`config.mk`:
```
export PLATFORM = sky130hd
export DESIGN_NAME = ir_modulator_tx
export DESIGN_NICKNAME = d
export VERILOG_FILES = /design/src/rtl/ir_modulator_tx_pkg.sv /design/src/rtl/ir_modulator_tx_fifo.sv /design/src/rtl/ir_modulator_tx.sv
export SDC_FILE = /design/constraint.sdc
export NUM_CORES = 1
export LEC_CHECK = 0
export CORE_MARGIN = 3
export CORE_UTILIZATION = 60
export CTS_CLUSTER_SIZE = 12
export DETAILED_ROUTE_END_ITERATION = 10
export PLACE_DENSITY = 0.8
export SKIP_CTS_REPAIR_TIMING = 1
export SYNTH_ARGS = -nofsm -noshare
export SYNTH_HDL_FRONTEND = slang
export SYNTH_SLANG_ARGS = --single-unit
```
`constraint.sdc`:
```
create_clock -name clk -period 9.4 [get_ports clk]
set_clock_uncertainty 0.15 [all_clocks]
set_input_delay 2.82 -clock clk [delete_from_list [all_inputs] [get_ports clk]]
set_output_delay 2.82 -clock clk [all_outputs]
set_load 0.005 [all_outputs]
```
`src/rtl/ir_modulator_tx_pkg.sv`:
```
// Shared types and carrier arithmetic for the IR modulator transmitter.
package ir_modulator_tx_pkg;

    localparam int SYM_LEN_MAX_W = 32;

    typedef enum logic {
        ST_IDLE = 1'b0,
        ST_RUN  = 1'b1
    } state_t;

    typedef struct packed {
        logic [31:0] div;
        logic [31:0] high;
    } carrier_cfg_t;

    // Symbol record; len is held at its widest and zero-extended from DUR_W.
    typedef struct packed {
        logic                     mark;
        logic [SYM_LEN_MAX_W-1:0] len;
    } sym_rec_t;

    function automatic carrier_cfg_t calc_carrier(input int clock_speed,
                                                  input int carrier_hz,
                                                  input int duty_pct);
        carrier_cfg_t cfg;
        cfg.div  = clock_speed / carrier_hz;
        cfg.high = (clock_speed / carrier_hz) * duty_pct / 100;
        return cfg;
    endfunction

endpackage

```
`src/rtl/ir_modulator_tx_fifo.sv`:
```
// Show-ahead synchronous symbol FIFO; pointers carry one extra wrap bit.
module ir_sym_fifo #(
    parameter int WIDTH = 17,
    parameter int DEPTH = 4
) (
    input  logic             clk,
    input  logic             rst_n,
    input  logic             i_push,
    input  logic [WIDTH-1:0] i_wdata,
    input  logic             i_pop,
    output logic [WIDTH-1:0] o_rdata,
    output logic             o_full,
    output logic             o_empty
);

    localparam int AW = $clog2(DEPTH);

    generate
        if (DEPTH < 2 || (DEPTH & (DEPTH - 1)) != 0) begin : g_bad_depth
            $error("ir_sym_fifo: DEPTH must be a power of two and at least 2");
        end
    endgenerate

    logic [AW:0]      r_wr_ptr;
    logic [AW:0]      r_rd_ptr;
    logic [WIDTH-1:0] r_mem [DEPTH];
    logic             w_wr_en;
    logic             w_rd_en;

    assign o_empty = (r_wr_ptr == r_rd_ptr);
    assign o_full  = (r_wr_ptr[AW] != r_rd_ptr[AW]) &&
                     (r_wr_ptr[AW-1:0] == r_rd_ptr[AW-1:0]);
    assign w_wr_en = i_push && !o_full;
    assign w_rd_en = i_pop && !o_empty;
    assign o_rdata = r_mem[r_rd_ptr[AW-1:0]];

    always_ff @(posedge clk) begin
        if (w_wr_en) begin
            r_mem[r_wr_ptr[AW-1:0]] <= i_wdata;
        end
    end

    always_ff @(posedge clk or negedge rst_n) begin
        if (!rst_n) begin
            r_wr_ptr <= '0;
            r_rd_ptr <= '0;
        end else begin
            if (w_wr_en) begin
                r_wr_ptr <= r_wr_ptr + (AW+1)'(1);
            end
            if (w_rd_en) begin
                r_rd_ptr <= r_rd_ptr + (AW+1)'(1);
            end
        end
    end

endmodule

```
`src/rtl/ir_modulator_tx.sv`:
```
// IR transmitter: carrier generator gated by a queue of mark/space symbols
// measured in whole carrier periods.
module ir_modulator_tx
    import ir_modulator_tx_pkg::*;
#(
    parameter int CLOCK_SPEED = 8000000,
    parameter int CARRIER_HZ  = 38000,
    parameter int DUTY_PCT    = 33,
    parameter int DUR_W       = 16,
    parameter int FIFO_DEPTH  = 4
) (
    input  logic             clk,
    input  logic             rst_n,
    input  logic             enable,
    input  logic             in_valid,
    output logic             in_ready,
    input  logic             in_mark,
    input  logic [DUR_W-1:0] in_len,
    output logic             sym_done,
    output logic             busy,
    output logic             out
);

    localparam carrier_cfg_t CFG = calc_carrier(CLOCK_SPEED, CARRIER_HZ, DUTY_PCT);
    localparam int DIV   = int'(CFG.div);
    localparam int HIGH  = int'(CFG.high);
    localparam int CNT_W = (DIV > 2) ? $clog2(DIV) : 1;
    localparam logic [CNT_W-1:0] CNT_MAX  = CNT_W'(DIV - 1);
    localparam logic [CNT_W-1:0] CNT_HIGH = CNT_W'(HIGH);

    generate
        if (DIV < 2 || HIGH < 1) begin : g_bad_carrier
            $error("ir_modulator_tx: carrier needs DIV >= 2 and HIGH >= 1");
        end
        if (DUTY_PCT < 1 || DUTY_PCT > 99) begin : g_bad_duty
            $error("ir_modulator_tx: DUTY_PCT must be within 1..99");
        end
        if (DUR_W < 1 || DUR_W > SYM_LEN_MAX_W) begin : g_bad_dur_w
            $error("ir_modulator_tx: DUR_W out of range");
        end
    endgenerate

    state_t           r_state;
    state_t           w_state_next;
    sym_rec_t         r_sym;
    sym_rec_t         w_head;
    logic [CNT_W-1:0] r_cnt;
    logic [DUR_W-1:0] r_per;
    logic             r_out;
    logic [DUR_W:0]   w_fifo_head;
    logic             w_full;
    logic             w_empty;
    logic             w_push;
    logic             w_pop;
    logic             w_last;

    assign w_push   = in_valid && !w_full;
    assign in_ready = !w_full;

    ir_sym_fifo #(
        .WIDTH (DUR_W + 1),
        .DEPTH (FIFO_DEPTH)
    ) u_fifo (
        .clk     (clk),
        .rst_n   (rst_n),
        .i_push  (w_push),
        .i_wdata ({in_mark, in_len}),
        .i_pop   (w_pop),
        .o_rdata (w_fifo_head),
        .o_full  (w_full),
        .o_empty (w_empty)
    );

    assign w_head.mark = w_fifo_head[DUR_W];
    assign w_head.len  = SYM_LEN_MAX_W'(w_fifo_head[DUR_W-1:0]);

    // A zero-length symbol is its own last cycle.
    assign w_last = (r_sym.len == '0) ||
                    ((SYM_LEN_MAX_W'(r_per) == r_sym.len - SYM_LEN_MAX_W'(1)) &&
                     (r_cnt == CNT_MAX));

    always_ff @(posedge clk or negedge rst_n) begin
        if (!rst_n) begin
            r_state <= ST_IDLE;
        end else begin
            r_state <= w_state_next;
        end
    end

    always_comb begin
        w_state_next = r_state;
        w_pop        = 1'b0;
        case (r_state)
            ST_IDLE: begin
                if (enable && !w_empty) begin
                    w_pop        = 1'b1;
                    w_state_next = ST_RUN;
                end
            end
            ST_RUN: begin
                if (w_last) begin
                    if (enable && !w_empty) begin
                        w_pop = 1'b1;
                    end else begin
                        w_state_next = ST_IDLE;
                    end
                end
            end
            default: w_state_next = ST_IDLE;
        endcase
    end

    always_ff @(posedge clk or negedge rst_n) begin
        if (!rst_n) begin
            r_sym <= '0;
            r_cnt <= '0;
            r_per <= '0;
            r_out <= 1'b0;
        end else begin
            if (w_pop) begin
                r_sym <= w_head;
                r_cnt <= '0;
                r_per <= '0;
            end else if (r_state == ST_RUN) begin
                if (r_cnt == CNT_MAX) begin
                    r_cnt <= '0;
                    r_per <= r_per + DUR_W'(1);
                end else begin
                    r_cnt <= r_cnt + CNT_W'(1);
                end
            end
            r_out <= (r_state == ST_RUN) && r_sym.mark &&
                     (r_sym.len != '0) && (r_cnt < CNT_HIGH);
        end
    end

    assign sym_done = (r_state == ST_RUN) && w_last;
    assign busy     = (r_state == ST_RUN) || !w_empty;
    assign out      = r_out;

endmodule

```
==> results_tabular.tex, run 1 <==
\begin{tabular}{lr}
\hline
Metric & Value \\
\hline
\multicolumn{2}{l}{\textbf{Synthesis}} \\
Async set-or-reset flop fraction in the synthesized netlist & 41.9\% \\
Synthesized instance count & 379 \\
Post-synthesis xor/xnor area fraction & 7.09\% \\
Mean Syn Cell Area & 14.3 um2 \\
Area share of and/or/nand/nor cells after synthesis & 11.9\% \\
Combinational family with the most area after synthesis & multiplexers \\
Multiplexer fraction of the synthesized cell area & 12.5\% \\
Yosys top cell area share & 37.6\% \\
Cell area after synthesis & 0.00544 mm2 \\
\#FFs+latches synth & 117 \\
Net count after synthesis & 410 \\
Number of enable flip-flop cells after synthesis & 68 \\
Share of the synthesized area in compound gates (AO/OA/AOI/OAI) & 4.30\% \\
Warnings, synthesis & 0 \\
Distinct cell type count of the synthesized netlist & 55 \\
Post-synthesis share of cell area spent on full adders, half adders and majority gates & 2.30\% \\
Most used flip-flop cell after synthesis & sky130\_fd\_sc\_hd\_\_edfxtp\_1 \\
Commonest cells in the synthesized netlist & sky130\_fd\_sc\_hd\_\_edfxtp\_1 (68), sky130\_fd\_sc\_hd\_\_dfrtp\_1 (49), sky130\_fd\_sc\_hd\_\_nor2\_1 (29), sky130\_fd\_sc\_hd\_\_xor2\_1 (26), sky130\_fd\_sc\_hd\_\_nand2\_1 (19) \\
Most frequent cell after synthesis & sky130\_fd\_sc\_hd\_\_edfxtp\_1 \\
Library cell occupying the most area in the post-synthesis netlist & sky130\_fd\_sc\_hd\_\_edfxtp\_1 \\
Largest cells by area after synthesis & sky130\_fd\_sc\_hd\_\_edfxtp\_1 (38\%), sky130\_fd\_sc\_hd\_\_dfrtp\_1 (23\%), sky130\_fd\_sc\_hd\_\_mux4\_2 (7.0\%), sky130\_fd\_sc\_hd\_\_xor2\_1 (4.2\%), sky130\_fd\_sc\_hd\_\_mux2\_4 (3.9\%) \\
Post-synthesis sequential area ratio & 60.1\% \\
\multicolumn{2}{l}{\textbf{Drt}} \\
Vias per cell & 6.13 \\
DRC violations left & 0 \\
Post-detailed-route count of antenna-violating nets & 0 \\
Detailed-route via count & 3276 \\
Wire length reported by the detailed router & 11400 um \\
Detailed Route Iter0 Violations & 213 \\
Number of iterations in the first detailed-routing pass & 5 \\
Routed length per instance & 21.3 um \\
\multicolumn{2}{l}{\textbf{Outcome}} \\
Run status & complete, no violations \\
\multicolumn{2}{l}{\textbf{Layout}} \\
ANT cells & 0 \\
Fillers & 522 \\
P\&R area growth vs syn & 16.7\% \\
Final design instance area without fill & 0.00635 mm2 \\
Fraction of final layout cells sized beyond drive strength 1 & 18.3\% \\
Core utilization of the finished layout & 72.4\% \\
Net count, final & 444 \\
\multicolumn{2}{l}{\textbf{Worst setup path}} \\
Kind of start point of the critical path & register \\
Cell-by-cell trace of the critical path & inv\_1, ha\_1, nor4b\_1, and3\_1, o2111ai\_1, a2111oi\_2, o2111ai\_2, a21oi\_1, clkdlybuf4s50\_1 \\
Worst R2R Path Depth & 10 \\
CP endpoint kind & output port \\
Source of the critical timing path & r\_sym[0] \\
Worst endpoint required time & 6430 ps \\
CP Class & register to output port \\
Delay of the slowest critical-path stage & 520 ps \\
Max FO, Critical Path & 8 \\
Arrival @ worst endpoint & 3480 ps \\
Worst reg2reg path startpoint & r\_sym[0] \\
Library cell contributing the largest single delay on the critical path & sky130\_fd\_sc\_hd\_\_clkdlybuf4s50\_1 \\
\multicolumn{2}{l}{\textbf{Pwr}} \\
Largest voltage drop on the vdd net & 0.000205 V \\
Total chip power & 1.94 mW \\
Pwr per Cell Area & 305 mW/mm2 \\
Leak pwr & 2.44 nW \\
\multicolumn{2}{l}{\textbf{Floorplanning}} \\
Placeable Area & 0.00876 mm2 \\
Top-Level Pins & 25 \\
Initial cell density of the core & 62.1\% \\
Die width & 101 um \\
Rows & 34 \\
Die outline height & 101 um \\
Die Outline Area & 0.0102 mm2 \\
\multicolumn{2}{l}{\textbf{Min path}} \\
Hold crit path type & register to register \\
Worst Hold Launch & u\_fifo.r\_wr\_ptr[2] \\
Min-Delay Path Depth & 1 \\
\multicolumn{2}{l}{\textbf{Clock network}} \\
Number of buffers created by CTS & 17 \\
CTS tree & built \\
Number of H-tree branching levels & 4 \\
Clock tree root buffer cell & sky130\_fd\_sc\_hd\_\_clkbuf\_8 \\
CTS clk-pin slew, worst paths & 60 ps \\
Clock network latency to the later pin of the worst-skew pair & 520 ps \\
Clock tree buffer depth & 2 \\
Count of clock tree sinks & 117 \\
\multicolumn{2}{l}{\textbf{STA}} \\
RSZ-0062 raised after global routing & false \\
Measured slew at the worst slew-check pin & 1100 ps \\
Fin. max-slew vios & 0 \\
Worst slew slack as a fraction of its limit & 26.9\% \\
Final critical-path required period & 6450 ps \\
Total negative setup slack & 0 ps \\
Final hold vios & 0 \\
Part of the cycle the worst path needs & 68.6\% \\
Final setup violation count & 0 \\
Setup ws final & 2950 ps \\
Peak Freq & 0.155 GHz \\
\multicolumn{2}{l}{\textbf{Global route}} \\
GRT Total Usage & 24.5\% \\
Residual overflow from global routing & 0 \\
Antenna violations before repair & 0 \\
Wire length of the first global-routing pass & 18600 um \\
Vias in the first global route & 3460 \\
Largest net degree at the start of global routing & 50 \\
\multicolumn{2}{l}{\textbf{Placement}} \\
Number of buffer cells added on primary ports & 24 \\
Pre-CTS setup slack & 3590 ps \\
Routability-driven placement congestion ratio & 0.901 \\
Placed Area & 0.00575 mm2 \\
Estimated wirelength of the detail-placed design & 6780 um \\
\multicolumn{2}{l}{\textbf{Job}} \\
Number of violations of the max-capacitance limit & 0 \\
\hline
\end{tabular}
## worst paths after layout
path	to	slack, ps
setup / recovery	sym_done	2950
hold reg to reg	u_fifo.r_wr_ptr[2]	350
setup reg to reg	r_sym[6]	5500
min in group asynchronous	r_cnt[4]	2370
hold / removal	u_fifo.r_wr_ptr[2]	350
max in group asynchronous	r_sym[8]	6050
## metal layers
layer  track usage [%]  wire length [um]
met5                 0                 0
met4              9.51               204
met3              6.27               589
met2              38.9              5760
met1              32.9              4820
## cells by family (layout without fill, tap and decap cells)
kind of cell | after synthesis | count (layout)
simple gates | 120 | 120
flops | 117 | 117
xor+xnor | 44 | 44
mux | 39 | 39
compound gates | 30 | 30
buf+inv | 19 | 66
fa+ha+maj | 10 | 10
## registers in the layout, indices dropped and copies added, names as in the netlist
name and flops:
r_sym 17, r_state 1, r_cnt 8, u_fifo.r_wr_ptr 3, out 1, u_fifo.r_mem 68
u_fifo.r_rd_ptr 3, r_per 16
## cells in the final DEF (no fill, tap or decap), types with 3 or more instances in the layout
| cell type | n |
|---|---|
| sky130_fd_sc_hd__a211oi_1 | 3 |
| sky130_fd_sc_hd__a21oi_1 | 9 |
| sky130_fd_sc_hd__and2_1 | 3 |
| sky130_fd_sc_hd__and3_1 | 10 |
| sky130_fd_sc_hd__and4_1 | 3 |
| sky130_fd_sc_hd__bufinv_16 | 3 |
| sky130_fd_sc_hd__clkbuf_16 | 16 |
| sky130_fd_sc_hd__clkdlybuf4s50_1 | 23 |
| sky130_fd_sc_hd__clkinvlp_4 | 3 |
| sky130_fd_sc_hd__dfrtp_1 | 49 |
| sky130_fd_sc_hd__edfxtp_1 | 68 |
| sky130_fd_sc_hd__ha_1 | 10 |
| sky130_fd_sc_hd__inv_1 | 8 |
| sky130_fd_sc_hd__inv_6 | 4 |
| sky130_fd_sc_hd__mux2_2 | 4 |
| sky130_fd_sc_hd__mux2_4 | 14 |
| sky130_fd_sc_hd__mux2i_1 | 4 |
| sky130_fd_sc_hd__mux4_2 | 17 |
| sky130_fd_sc_hd__nand2_1 | 19 |
| sky130_fd_sc_hd__nand3_1 | 13 |
| sky130_fd_sc_hd__nand4_1 | 10 |
| sky130_fd_sc_hd__nor2_1 | 29 |
| sky130_fd_sc_hd__nor2b_1 | 3 |
| sky130_fd_sc_hd__nor3_1 | 11 |
| sky130_fd_sc_hd__nor4_1 | 4 |
| sky130_fd_sc_hd__xnor2_1 | 18 |
| sky130_fd_sc_hd__xor2_1 | 26 |
## worst max-delay path: cells and delay by family, from the launching register on
| family | cells | cell delay (ps) |
|---|---|---|
| adders and majority gates | 1 | 280 |
| buffers and inverters | 2 | 630 |
| and+or+nand+nor | 2 | 600 |
| DFF | 1 | 470 |
| AOI/OAI and AO/OA | 4 | 980 |
## per-stage QoR
stage / instances / hold WS (ps)
finish: 534 / 348
global route: 534 / 361
CTS: 534 / 347
detailed placement: 502 / 335
global placement: 502 / 324
floorplan: 379 / 310
## report_power, final
group	internal, mW	leakage, nW	switching [mW]
registers	0.677	1.24	0.128
logic	0.241	0.913	0.237
clock network	0.407	0.283	0.248
total	1.32	2.44	0.613
## cell type report
cell class | count | area, um2 | share of cell area, %
multi-input combinational | 243 | 2070 | 32.6
clock inverter | 14 | 175 | 2.76
sequential | 117 | 3270 | 51.5
inverter | 8 | 30.0 | 0.473
clock buffer | 18 | 418 | 6.59
tap | 108 | 135 | 2.13
timing repair buffer | 26 | 250 | 3.94
(Power assumes the default switching activity.)
==> inputs of run 2 (changes only) <==
Settings changed: CORE_UTILIZATION 60 to 54, PLACE_DENSITY 0.8 to 0.76.
Clock period 9.4 ns to 5.8 ns, I/O delays scaled along.
==> run 2 against run 1 <==
Compared with the run above: global-route usage fell by 4.6 points; worst setup slack worse by 2600 ps; critical path depth is the same; first-iteration DRC count decreased by 42%; non-clock buffer count unchanged; via count is 3.5% lower; flip-flop and latch count unchanged; sequential share of layout area up 0.061 points; hold slack worse by 13 ps; critical path type unchanged; critical endpoint unchanged; highest routed layer unchanged.
==> results_tabular.tex, run 2 (same netlist as run 1, synthesis figures left out) <==
\begin{tabular}{lr}
\hline
Metric & Value \\
\hline
\multicolumn{2}{l}{\textbf{STA}} \\
Part of the cycle the worst path needs & 93.9\% \\
Fin. max-slew vios & 0 (unchanged) \\
Measured slew at the worst slew-check pin & 1100 ps (+0.160 ps) \\
RSZ-0062 raised after global routing & false \\
Total negative setup slack & 0 ps (unchanged) \\
Final critical-path required period & 5440 ps \\
Final setup violation count & 0 (unchanged) \\
Worst slew slack as a fraction of its limit & 26.9\% (about the same) \\
Peak Freq & 0.184 GHz \\
Final hold vios & 0 (unchanged) \\
\multicolumn{2}{l}{\textbf{Clock network}} \\
Number of H-tree branching levels & 4 (unchanged) \\
CTS clk-pin slew, worst paths & 60 ps (about the same) \\
Count of clock tree sinks & 117 (unchanged) \\
Clock tree buffer depth & 2 (unchanged) \\
Clock network latency to the later pin of the worst-skew pair & 520 ps (about the same) \\
Number of buffers created by CTS & 17 (unchanged) \\
Clock tree root buffer cell & sky130\_fd\_sc\_hd\_\_clkbuf\_8 \\
CTS tree & built \\
\multicolumn{2}{l}{\textbf{Drt}} \\
Number of iterations in the first detailed-routing pass & 4 (-1) \\
Detailed-route via count & 3162 (-3.5\%) \\
Routed length per instance & 18.4 um (-14\%) \\
Post-detailed-route count of antenna-violating nets & 0 (unchanged) \\
Routed length on met1 & 4520 um (-6.2\%) \\
Detailed Route Iter0 Violations & 124 (-42\%) \\
Met2 Routed Length & 5090 um (-12\%) \\
Top layer reached by signal wires & met4 \\
Wire length on met3 & 470 um (-20\%) \\
Wire length reported by the detailed router & 10200 um (-10\%) \\
DRC violations left & 0 (unchanged) \\
Vias per cell & 5.70 (-7.1\%) \\
\multicolumn{2}{l}{\textbf{Layout}} \\
Area used by multi-input combinational logic & 0.00207 mm2 (unchanged) \\
Flip-flop and latch area & 0.00327 mm2 (unchanged) \\
Max reg flops & 68 (unchanged) \\
Fraction of final layout cells sized beyond drive strength 1 & 18.5\% (+0.23 points) \\
ANT cells & 0 (unchanged) \\
Net count, final & 444 (unchanged) \\
P\&R area growth vs syn & 16.6\% \\
Most common cell after layout, fill and taps aside & sky130\_fd\_sc\_hd\_\_edfxtp\_1 \\
Fillers & 677 (+30\%) \\
Highest-count cells in the layout ignoring fill and taps & sky130\_fd\_sc\_hd\_\_edfxtp\_1 (68), sky130\_fd\_sc\_hd\_\_dfrtp\_1 (49), sky130\_fd\_sc\_hd\_\_nor2\_1 (29) \\
Core utilization of the finished layout & 66.7\% (-5.7 points) \\
\multicolumn{2}{l}{\textbf{Worst setup path}} \\
Library cell contributing the largest single delay on the critical path & sky130\_fd\_sc\_hd\_\_clkdlybuf4s50\_1 \\
Source of the critical timing path & r\_sym[0] \\
Worst reg2reg path startpoint & r\_sym[0] \\
Top delay family on crit path & compound AO/OA/AOI/OAI gates \\
CP Class & register to output port \\
Arrival @ worst endpoint & 3550 ps (+70 ps) \\
Worst endpoint required time & 3910 ps (-2520 ps) \\
Max FO, Critical Path & 8 (unchanged) \\
Delay of the slowest critical-path stage & 520 ps (about the same) \\
Critical R2R Capture & r\_cnt[1] \\
Kind of start point of the critical path & register \\
Buffering stage count on the worst path with inverters included & 2 (unchanged) \\
Cell-by-cell trace of the critical path & inv\_1, ha\_1, nor4b\_1, and3\_1, o2111ai\_1, a2111oi\_2, o2111ai\_2, a21oi\_1, clkdlybuf4s50\_1 \\
CP endpoint kind & output port \\
Worst R2R Path Depth & 10 (unchanged) \\
R2R Setup Slk & 1940 ps (-3560 ps) \\
\multicolumn{2}{l}{\textbf{Pwr}} \\
Pwr per Cell Area & 477 mW/mm2 (+56\%) \\
Largest voltage drop on the vdd net & 0.000301 V (+47\%) \\
Leak pwr & 2.43 nW (-0.45\%) \\
Total chip power & 3.02 mW (+56\%) \\
\multicolumn{2}{l}{\textbf{Floorplanning}} \\
Rows & 35 (+2.9\%) \\
Placeable Area & 0.00950 mm2 (+8.4\%) \\
Initial cell density of the core & 57.2\% (-4.8 points) \\
Die Outline Area & 0.0113 mm2 (+10\%) \\
Die outline height & 106 um (+5.1\%) \\
Die width & 106 um (+5.1\%) \\
Top-Level Pins & 25 (unchanged) \\
\multicolumn{2}{l}{\textbf{Global route}} \\
GRT Total Usage & 19.9\% (-4.6 points) \\
Vias in the first global route & 3294 (-4.8\%) \\
Antenna violations before repair & 0 (unchanged) \\
Wire length of the first global-routing pass & 17100 um (-7.9\%) \\
Residual overflow from global routing & 0 (unchanged) \\
Largest net degree at the start of global routing & 50 (unchanged) \\
\multicolumn{2}{l}{\textbf{Min path}} \\
Hold Path End & u\_fifo.r\_rd\_ptr[2] \\
Min-Delay Path Depth & 1 (unchanged) \\
Hold crit path type & register to register \\
Worst Hold Launch & u\_fifo.r\_rd\_ptr[2] \\
\multicolumn{2}{l}{\textbf{Placement}} \\
Estimated wirelength of the detail-placed design & 6700 um (-1.1\%) \\
Routability-driven placement congestion ratio & 0.882 (-2.1\%) \\
Number of buffer cells added on primary ports & 24 (unchanged) \\
\multicolumn{2}{l}{\textbf{Job}} \\
Number of violations of the max-capacitance limit & 0 (unchanged) \\
\multicolumn{2}{l}{\textbf{Outcome}} \\
Run status & complete, no violations \\
\hline
\end{tabular}
[run 2: power breakdown]
group / switching [mW] / internal [mW] / leakage [nW]
registers: 0.191 / 1.10 / 1.24
logic: 0.366 / 0.389 / 0.913
clock network: 0.400 / 0.579 / 0.271
total: 0.957 / 2.06 / 2.43
[run 2: worst max path at each step]
stage,end,slack (ps),depth (start not counted)
after CTS,sym_done,400,9
after floorplan,sym_done,1780,7
after global routing,sym_done,140,9
after global placement,sym_done,1110,9
after detailed placement,sym_done,1060,9
final,sym_done,360,9
[run 2: worst reg2reg max path, stage by stage (launching register included)]
cell	delay, ps
sky130_fd_sc_hd__dfrtp_1	450
sky130_fd_sc_hd__inv_1	90
sky130_fd_sc_hd__ha_1	290
sky130_fd_sc_hd__nor4b_1	430
sky130_fd_sc_hd__and3_1	240
sky130_fd_sc_hd__o2111ai_1	130
sky130_fd_sc_hd__a2111oi_2	400
sky130_fd_sc_hd__o2111ai_2	270
sky130_fd_sc_hd__a21oi_4	740
sky130_fd_sc_hd__buf_4	410
sky130_fd_sc_hd__o22ai_1	130
[run 2: stage by stage]
stage | setup WS, ps | instances | cell area (um2) | hold slack [ps]
6_report | 357 | 555 | 6340 | 335
5_1_grt | 141 | 555 | 6340 | 362
4_1_cts | 401 | 555 | 6340 | 337
3_5_place_dp | 1060 | 523 | 5780 | 325
3_3_place_gp | 1110 | 523 | 5780 | 324
2_1_floorplan | 1780 | 379 | 5440 | 310
[run 2: layout make-up]
type,count,area share [%]
Multi-Input combinational cell,243,32.6
Clock buffer,17,6.53
Clock inverter,15,2.29
Timing Repair Buffer,26,3.95
Sequential cell,117,51.6
Inverter,8,0.474
Tap cell,129,2.55
[run 2: routing by layer]
layer | track usage [%] | vias to the layer above
met5 | 0 | -
met1 | 26.4 | 1575
met2 | 31.2 | 72
li1 | - | 1504
met3 | 6.31 | 11
met4 | 6.85 | 0
